## src/rtl/hazard_sequencer.sv

```systemverilog
// Pipeline hazard/stall sequencer: chooses advance, hold or bubble per pipeline register
// for load-use, redirect squash and data-memory waits, with a wait timeout and perf counters.
module hazard_sequencer #(
    parameter int unsigned TIMEOUT = 255,
    parameter int unsigned CNT_W   = 16
) (
    input  logic             iCLK,
    input  logic             iRST_n,
    input  logic [4:0]       iIdRs1,
    input  logic [4:0]       iIdRs2,
    input  logic             iIdUseRs1,
    input  logic             iIdUseRs2,
    input  logic [4:0]       iExRd,
    input  logic             iExMemRead,
    input  logic             iExRedirect,
    input  logic             iMemReq,
    input  logic             iMemReady,
    output logic             oPCWrite,
    output logic             oIFIDWrite,
    output logic             oIDEXWrite,
    output logic             oEXMEMWrite,
    output logic             oIFIDFlush,
    output logic             oIDEXFlush,
    output logic             oMEMWBFlush,
    output logic [1:0]       oState,
    output logic             oError,
    output logic [CNT_W-1:0] oStallCycles,
    output logic [CNT_W-1:0] oFlushCount
);

    localparam int unsigned WAIT_W = $clog2(TIMEOUT + 1);
    localparam logic [WAIT_W-1:0] WAIT_MAX = WAIT_W'(TIMEOUT);

    typedef enum logic [1:0] {
        ST_RUN     = 2'b00,
        ST_MEMWAIT = 2'b01,
        ST_ERROR   = 2'b10
    } state_t;

    state_t            state_q, state_d;
    logic [WAIT_W-1:0] wait_q, wait_d;
    logic              err_q, err_d;
    logic [CNT_W-1:0]  stall_q, stall_d;
    logic [CNT_W-1:0]  flush_q, flush_d;

    logic memstall;
    logic ldu;
    logic stall_inc;
    logic flush_inc;

    assign memstall = iMemReq & ~iMemReady;
    assign ldu = iExMemRead & (iExRd != 5'd0) &
                 ((iIdUseRs1 & (iIdRs1 == iExRd)) | (iIdUseRs2 & (iIdRs2 == iExRd)));

    always_comb begin
        state_d     = state_q;
        wait_d      = wait_q;
        err_d       = err_q;
        stall_inc   = 1'b0;
        flush_inc   = 1'b0;
        oPCWrite    = 1'b0;
        oIFIDWrite  = 1'b0;
        oIDEXWrite  = 1'b0;
        oEXMEMWrite = 1'b0;
        oIFIDFlush  = 1'b0;
        oIDEXFlush  = 1'b0;
        oMEMWBFlush = 1'b0;

        unique case (state_q)
            ST_RUN: begin
                if (memstall) begin
                    state_d = ST_MEMWAIT;
                    wait_d  = WAIT_W'(1);
                end
            end
            ST_MEMWAIT: begin
                if (!memstall) begin
                    state_d = ST_RUN;
                    wait_d  = '0;
                end else if (wait_q == WAIT_MAX) begin
                    state_d = ST_ERROR;
                    err_d   = 1'b1;
                end else begin
                    wait_d = wait_q + WAIT_W'(1);
                end
            end
            ST_ERROR: ;
            default: state_d = ST_RUN;
        endcase

        // RUN and MEMWAIT share one action priority; the MEMWAIT release cycle falls through to it
        if (state_q != ST_ERROR) begin
            if (memstall) begin
                oMEMWBFlush = 1'b1;
                stall_inc   = 1'b1;
            end else if (iExRedirect) begin
                oPCWrite    = 1'b1;
                oIFIDWrite  = 1'b1;
                oIDEXWrite  = 1'b1;
                oEXMEMWrite = 1'b1;
                oIFIDFlush  = 1'b1;
                oIDEXFlush  = 1'b1;
                flush_inc   = 1'b1;
            end else if (ldu) begin
                oIDEXWrite  = 1'b1;
                oIDEXFlush  = 1'b1;
                oEXMEMWrite = 1'b1;
                stall_inc   = 1'b1;
            end else begin
                oPCWrite    = 1'b1;
                oIFIDWrite  = 1'b1;
                oIDEXWrite  = 1'b1;
                oEXMEMWrite = 1'b1;
            end
        end

        if (!iRST_n) begin
            oPCWrite    = 1'b0;
            oIFIDWrite  = 1'b0;
            oIDEXWrite  = 1'b0;
            oEXMEMWrite = 1'b0;
            oIFIDFlush  = 1'b0;
            oIDEXFlush  = 1'b0;
            oMEMWBFlush = 1'b0;
        end

        stall_d = (stall_inc && (stall_q != '1)) ? stall_q + CNT_W'(1) : stall_q;
        flush_d = (flush_inc && (flush_q != '1)) ? flush_q + CNT_W'(1) : flush_q;
    end

    always_ff @(posedge iCLK or negedge iRST_n) begin
        if (!iRST_n) begin
            state_q <= ST_RUN;
            wait_q  <= '0;
            err_q   <= 1'b0;
            stall_q <= '0;
            flush_q <= '0;
        end else begin
            state_q <= state_d;
            wait_q  <= wait_d;
            err_q   <= err_d;
            stall_q <= stall_d;
            flush_q <= flush_d;
        end
    end

    assign oState       = state_q;
    assign oError       = err_q;
    assign oStallCycles = stall_q;
    assign oFlushCount  = flush_q;

endmodule

```

## config.mk

```make
export PLATFORM = sky130hd
export DESIGN_NAME = hazard_sequencer
export DESIGN_NICKNAME = d
export VERILOG_FILES = /design/src/rtl/hazard_sequencer.sv
export SDC_FILE = /design/constraint.sdc
export NUM_CORES = 1
export LEC_CHECK = 0
export CORE_AREA = 3 3 71 73
export DETAILED_ROUTE_END_ITERATION = 10
export DIE_AREA = 0 0 74 76
export PLACE_DENSITY = 0.88
export REMOVE_ABC_BUFFERS = 1
export SYNTH_ARGS = -nofsm -noshare
export SYNTH_HDL_FRONTEND = slang
export SYNTH_SLANG_ARGS = --single-unit
```

## constraint.sdc

```tcl
create_clock -name iCLK -period 3.4 [get_ports iCLK]
set_input_delay 0.85 -clock iCLK [delete_from_list [all_inputs] [get_ports iCLK]]
set_output_delay 0.85 -clock iCLK [all_outputs]
set_load 0.005 [all_outputs]
```

# Word-level counts from Yosys, hierarchy flattened
# Cells that the tools add are included.
[classes]
n_addsub = 3
multipliers = 0
div = 0
order_cmp = 0
eq_ne = 11
shift = 0
mux = 31
bitwise_logic = 8
reduce_logical = 8
[op_table]
columns = ["operator", "n"]
rows = [
  ["16-bit by 1-bit adder with 16-bit output, second input constant", 2],
  ["16-bit != test, second input constant", 2],
  ["8-bit 2-to-1 mux", 3],
  ["1-bit 2-to-1 mux", 23],
  ["8-bit case mux with 2 select lines", 1],
  ["5-bit == test", 2],
  ["3-bit AND reduction", 3],
  ["8-bit by 1-bit adder with 8-bit output, second input constant", 1],
  ["8-bit == test, second input constant", 1],
  ["2-bit 2-to-1 mux", 3],
  ["3-bit != test, second input constant", 2],
  ["2-bit case mux with 3 select lines", 1],
  ["1-bit bitwise AND", 5],
  ["5-bit nonzero test", 1],
  ["2-bit != test, second input constant", 2],
  ["2-bit by 1-bit == test with 1-bit output, second input constant", 1],
  ["2-bit == test, second input constant", 1],
  ["1-bit logical AND", 2],
  ["2-bit zero test", 1],
  ["1-bit inverter", 2],
  ["2-bit nonzero test", 1],
  ["1-bit OR", 1],
]
[totals]
register_bits = 43
latch_bits = 0
ramBits = 0
romBits = 0
in_bits = 23
output_inout_bits = 42
mem_count = 0

# Longest topological paths before layout
[depth]
depth_word = 9
ltp_mapped = 8

# Worst setup path after synthesis
# Ideal clock, no wire load.
[synth_path]
kind = "in2out"
startpoint = "in iExRd[1]"
endpoint = "out oPCWrite"
arrival_time_ns = 2.142
path_slack_ns = 0.408
path_stages = 5
n_path_buf = 1
path_cell_list = "or4_1 -> o21ai_2 -> and2b_1 -> a21boi_0 -> buf_4"
[synth_via]
elab_chain_cells = 9
word_cells_on_any_way = 13
cone_classes = "eq/ne: 2; mux: 5; bitwise: 5; reduce/logical: 1"
[synth_rtl]
columns = ["item", "line", "text"]
rows = [
  ["from (decl)", "13", "input logic [4:0] iExRd,"],
  ["5-bit == test", "53", "((iIdUseRs1 & (iIdRs1 == iExRd)) | (iIdUseRs2 & (iIdRs2 == iExRd)));"],
  ["1-bit bitwise AND", "53", ""],
  ["1-bit OR", "53", ""],
  ["1-bit bitwise AND (*)", "52", "assign ldu = iExMemRead & (iExRd != 5'd0) &"],
  ["1-bit 2-to-1 mux (*) (5 in a row)", "--", ""],
  ["to (decl)", "18", "output logic oPCWrite,"],
]
# Every way passes the cells marked *; elsewhere a longest branch is shown, timed or not.

# Final worst setup path
[layout_path]
startpoint = "in iExRd[4]"
endpoint = "out oIDEXFlush"
[layout_via]
elab_chain_cells = 9
word_cells_on_any_way = 13
cone_classes = "eq/ne: 2; mux: 5; bitwise: 5; reduce/logical: 1"
[layout_rtl]
columns = ["item", "line", "text"]
rows = [
  ["5-bit == test", "53", ""],
  ["1-bit bitwise AND", "53", ""],
  ["1-bit OR", "53", ""],
  ["1-bit bitwise AND (*)", "52", ""],
  ["1-bit 2-to-1 mux (*)", "104", "end else if (ldu) begin"],
  ["1-bit 2-to-1 mux (*)", "96", "end else if (iExRedirect) begin"],
  ["1-bit 2-to-1 mux (*)", "93", "if (memstall) begin"],
  ["1-bit 2-to-1 mux (*)", "92", "if (state_q != ST_ERROR) begin"],
  ["1-bit 2-to-1 mux (*)", "117", "if (!iRST_n) begin"],
  ["to (decl)", "23", "output logic oIDEXFlush,"],
]
# Marked as above.

==> impl_metrics.ini <==
[status]
status = complete, no violations

[sta]
slew_headroom_pct = 65.07
timing.final.crit_share_pct = 96.31
min_period_ps = 3275
worst_pin_slew_ps = 518.4
fin_hold_ws_ps = 489.5
clock_skew_ps = 4.942
finalHoldViolCount = 0
drv_slew = 0
setup_viol_count_final = 0
fmax_mhz = 305.4
fin_ws_ps = 125.3
rsz0062_at_grt = no

[logic_synthesis]
ys_seq_area_share_pct = 48.07
synthFlopType = dfrtp_1
ys_top_cells_by_count = dfrtp_1 (43), xnor2_1 (28), nor2_1 (27)
ys_top_cells_by_area = dfrtp_1 (48%), xnor2_1 (11%), xor2_1 (7.4%), nor2_1 (4.5%), nand3_1 (3.8%)
synth.cell_area_sq_um = 2238
synth_async_sr_flop_share_pct = 100.0
synth.top_cell.area_share_pct = 48.07
synth.largest_area_cell = dfrtp_1
ys_warn_count = 0
ys_ff_latch = 43
synth_cell_types = 40
synth.most_common_cell = dfrtp_1
avgSynthCellArea_sq_um = 10.04
postSynthCellCount = 223
synth_edf_count = 0

[placed_design]
gp_congestion = 0.8362
dpl.hpwl_um = 3685
place_area_sq_um = 2972
placed_cells_incl_taps = 343
io_buffer_count = 64
dp_slack_ps = -400.5

[global_route]
grt_max_degree = 44
antenna_found_initial = 0
gr-usage-met1_pct = 26.05
gr-usage-met3_pct = 6.464
overflow = 0
first_global_vias = 1964
grtUsageMet2_pct = 29.70
top_usage_layer = met2
grt_pass1_wl_um = 8825
grt_usage_pct = 19.53

[detailed_routing]
drcViolationCount = 0
drt_iter0_markers = 123
ant_nets = 0
vias = 1895
vias_per_cell = 5.430
wl_um = 4880
wl_per_cell_um = 13.98
first_pass_iters = 4

[flow_run]
maxCapViolCount = 0

[layout]
final_core_util_pct = 68.76
antennaDiodeCount = 0
fin_area_sq_um = 3035
area_growth_syn_to_layout_pct = 35.61
nNetsFinal = 324
stdcell_count = 349
drive_above_1_share_pct = 9.091

[die]
ios = 65
die_width_um = 74
coreArea_sq_um = 4414
rows = 24
floorplan.die_area_sq_um = 5624
die_h_um = 76
start_util_pct = 50.71

[cts]
cts.sinks = 43
h-tree-depth = 2
cts_tree = built
holdBufCountCts = 0
clockBufferDepth = 2
path_clk_slew_ps = 70
post-cts-setup-buffers = 0
clk_latency_ps = 290
cts_buffers = 5
root_buffer = clkbuf_8

[critical_path]
cp_max_fo = 2
critPathLaunchType = primary input
critPathLaunch = iExRd[4]
worstSetupEndpointType = output pin
required_ps = 2550
r2r-start = oStallCycles[0]
crit_arrival_ps = 2420
path_class = primary input to output pin
r2r_setup_slack_ps = 1330

[pwr]
p_leak_nw = 1.335
power_density_nw_per_um2 = 447.0
peakVddDrop_uv = 290.4

[min_path]
hp-class = register to register
min_from = oError
==> worst paths after layout <==
kind,cells past startpoint,endpoint
max,6,oIDEXFlush
min,1,oError
max reg2reg,7,oStallCycles[1]
min reg2reg,1,oError
max in group asynchronous,2,oStallCycles[4]
min in group asynchronous,2,wait_q[3]
==> critical path, stage by stage <==
cell	delay [ps]
clkdlybuf4s50_1	420
or4_4	540
o21ai_2	130
and2b_1	210
o21a_1	170
clkbuf_2	110
==> cells by family after synthesis <==
| group | share of synthesized area [%] |
|---|---|
| adder cells (fa/ha/maj) | 1.677 |
| flip-flops | 48.07 |
| buffers and inverters | 2.236 |
| XOR/XNOR | 18.39 |
| multiplexers | 1.621 |
| AO/OA/AOI/OAI | 5.366 |
| AND/OR/NAND/NOR | 22.64 |
==> cell usage in the layout (no fill, tap or decap), types with 2 or more instances in the layout <==
master | netlist | routed
a21oi_1 | 3 | 3
and3_1 | 6 | 6
buf_4 | 3 | 10
clkbuf_2 | 0 | 3
clkbuf_8 | 0 | 5
clkdlybuf4s50_1 | 0 | 59
dfrtp_1 | 43 | 43
ha_1 | 3 | 3
inv_1 | 2 | 2
nand2_1 | 19 | 19
nand2b_1 | 2 | 2
nand3_1 | 17 | 17
nand4_1 | 12 | 12
nor2_1 | 27 | 27
nor3_1 | 8 | 8
nor4_1 | 3 | 3
o21a_1 | 2 | 2
o22ai_1 | 2 | 2
xnor2_1 | 28 | 28
xor2_1 | 19 | 19
==> per-layer routing <==
layer	share of wire [%]	up-vias
met2	49	55
met5	0	-
li1	-	918
met4	2.0	0
met1	44	912
met3	5.6	10
==> report_power, final <==
part	total, mW	internal (mW)	switching [mW]
Sequential	0.683	0.584	0.0990
Combinational	0.382	0.237	0.145
Clock	0.291	0.137	0.155
Total	1.36	0.958	0.398
==> registers in the layout, summed over array words and instances, names as in the netlist <==
signal and flops:
wait_q 8, oError 1, oFlushCount 16, oState 2, oStallCycles 16
==> through the flow <==
step	TNS (ps)	total power, mW
floorplan	0	0.8430
CTS	0	1.375
global placement	-874.4	1.060
finish	0	1.357
detailed placement	-1032	1.080
global route	0	1.444
==> layout make-up <==
| type | instances | area, sq um |
|---|---|---|
| Tap cell | 52 | 65.06 |
| Sequential cell | 43 | 1076 |
| Clock buffer | 6 | 72.57 |
| Multi-Input combinational cell | 172 | 1120 |
| Inverter | 2 | 7.507 |
| Fill cell | 362 | 1379 |
| Timing Repair Buffer | 74 | 694.4 |
==> what timing repair did <==
item,in CTS,in global routing
endpoints found under the setup margin,3,3
cloned,0,0
gates resized for setup,10,3
pin swaps,3,1
Note: power is estimated with default switching activity, not from simulation.
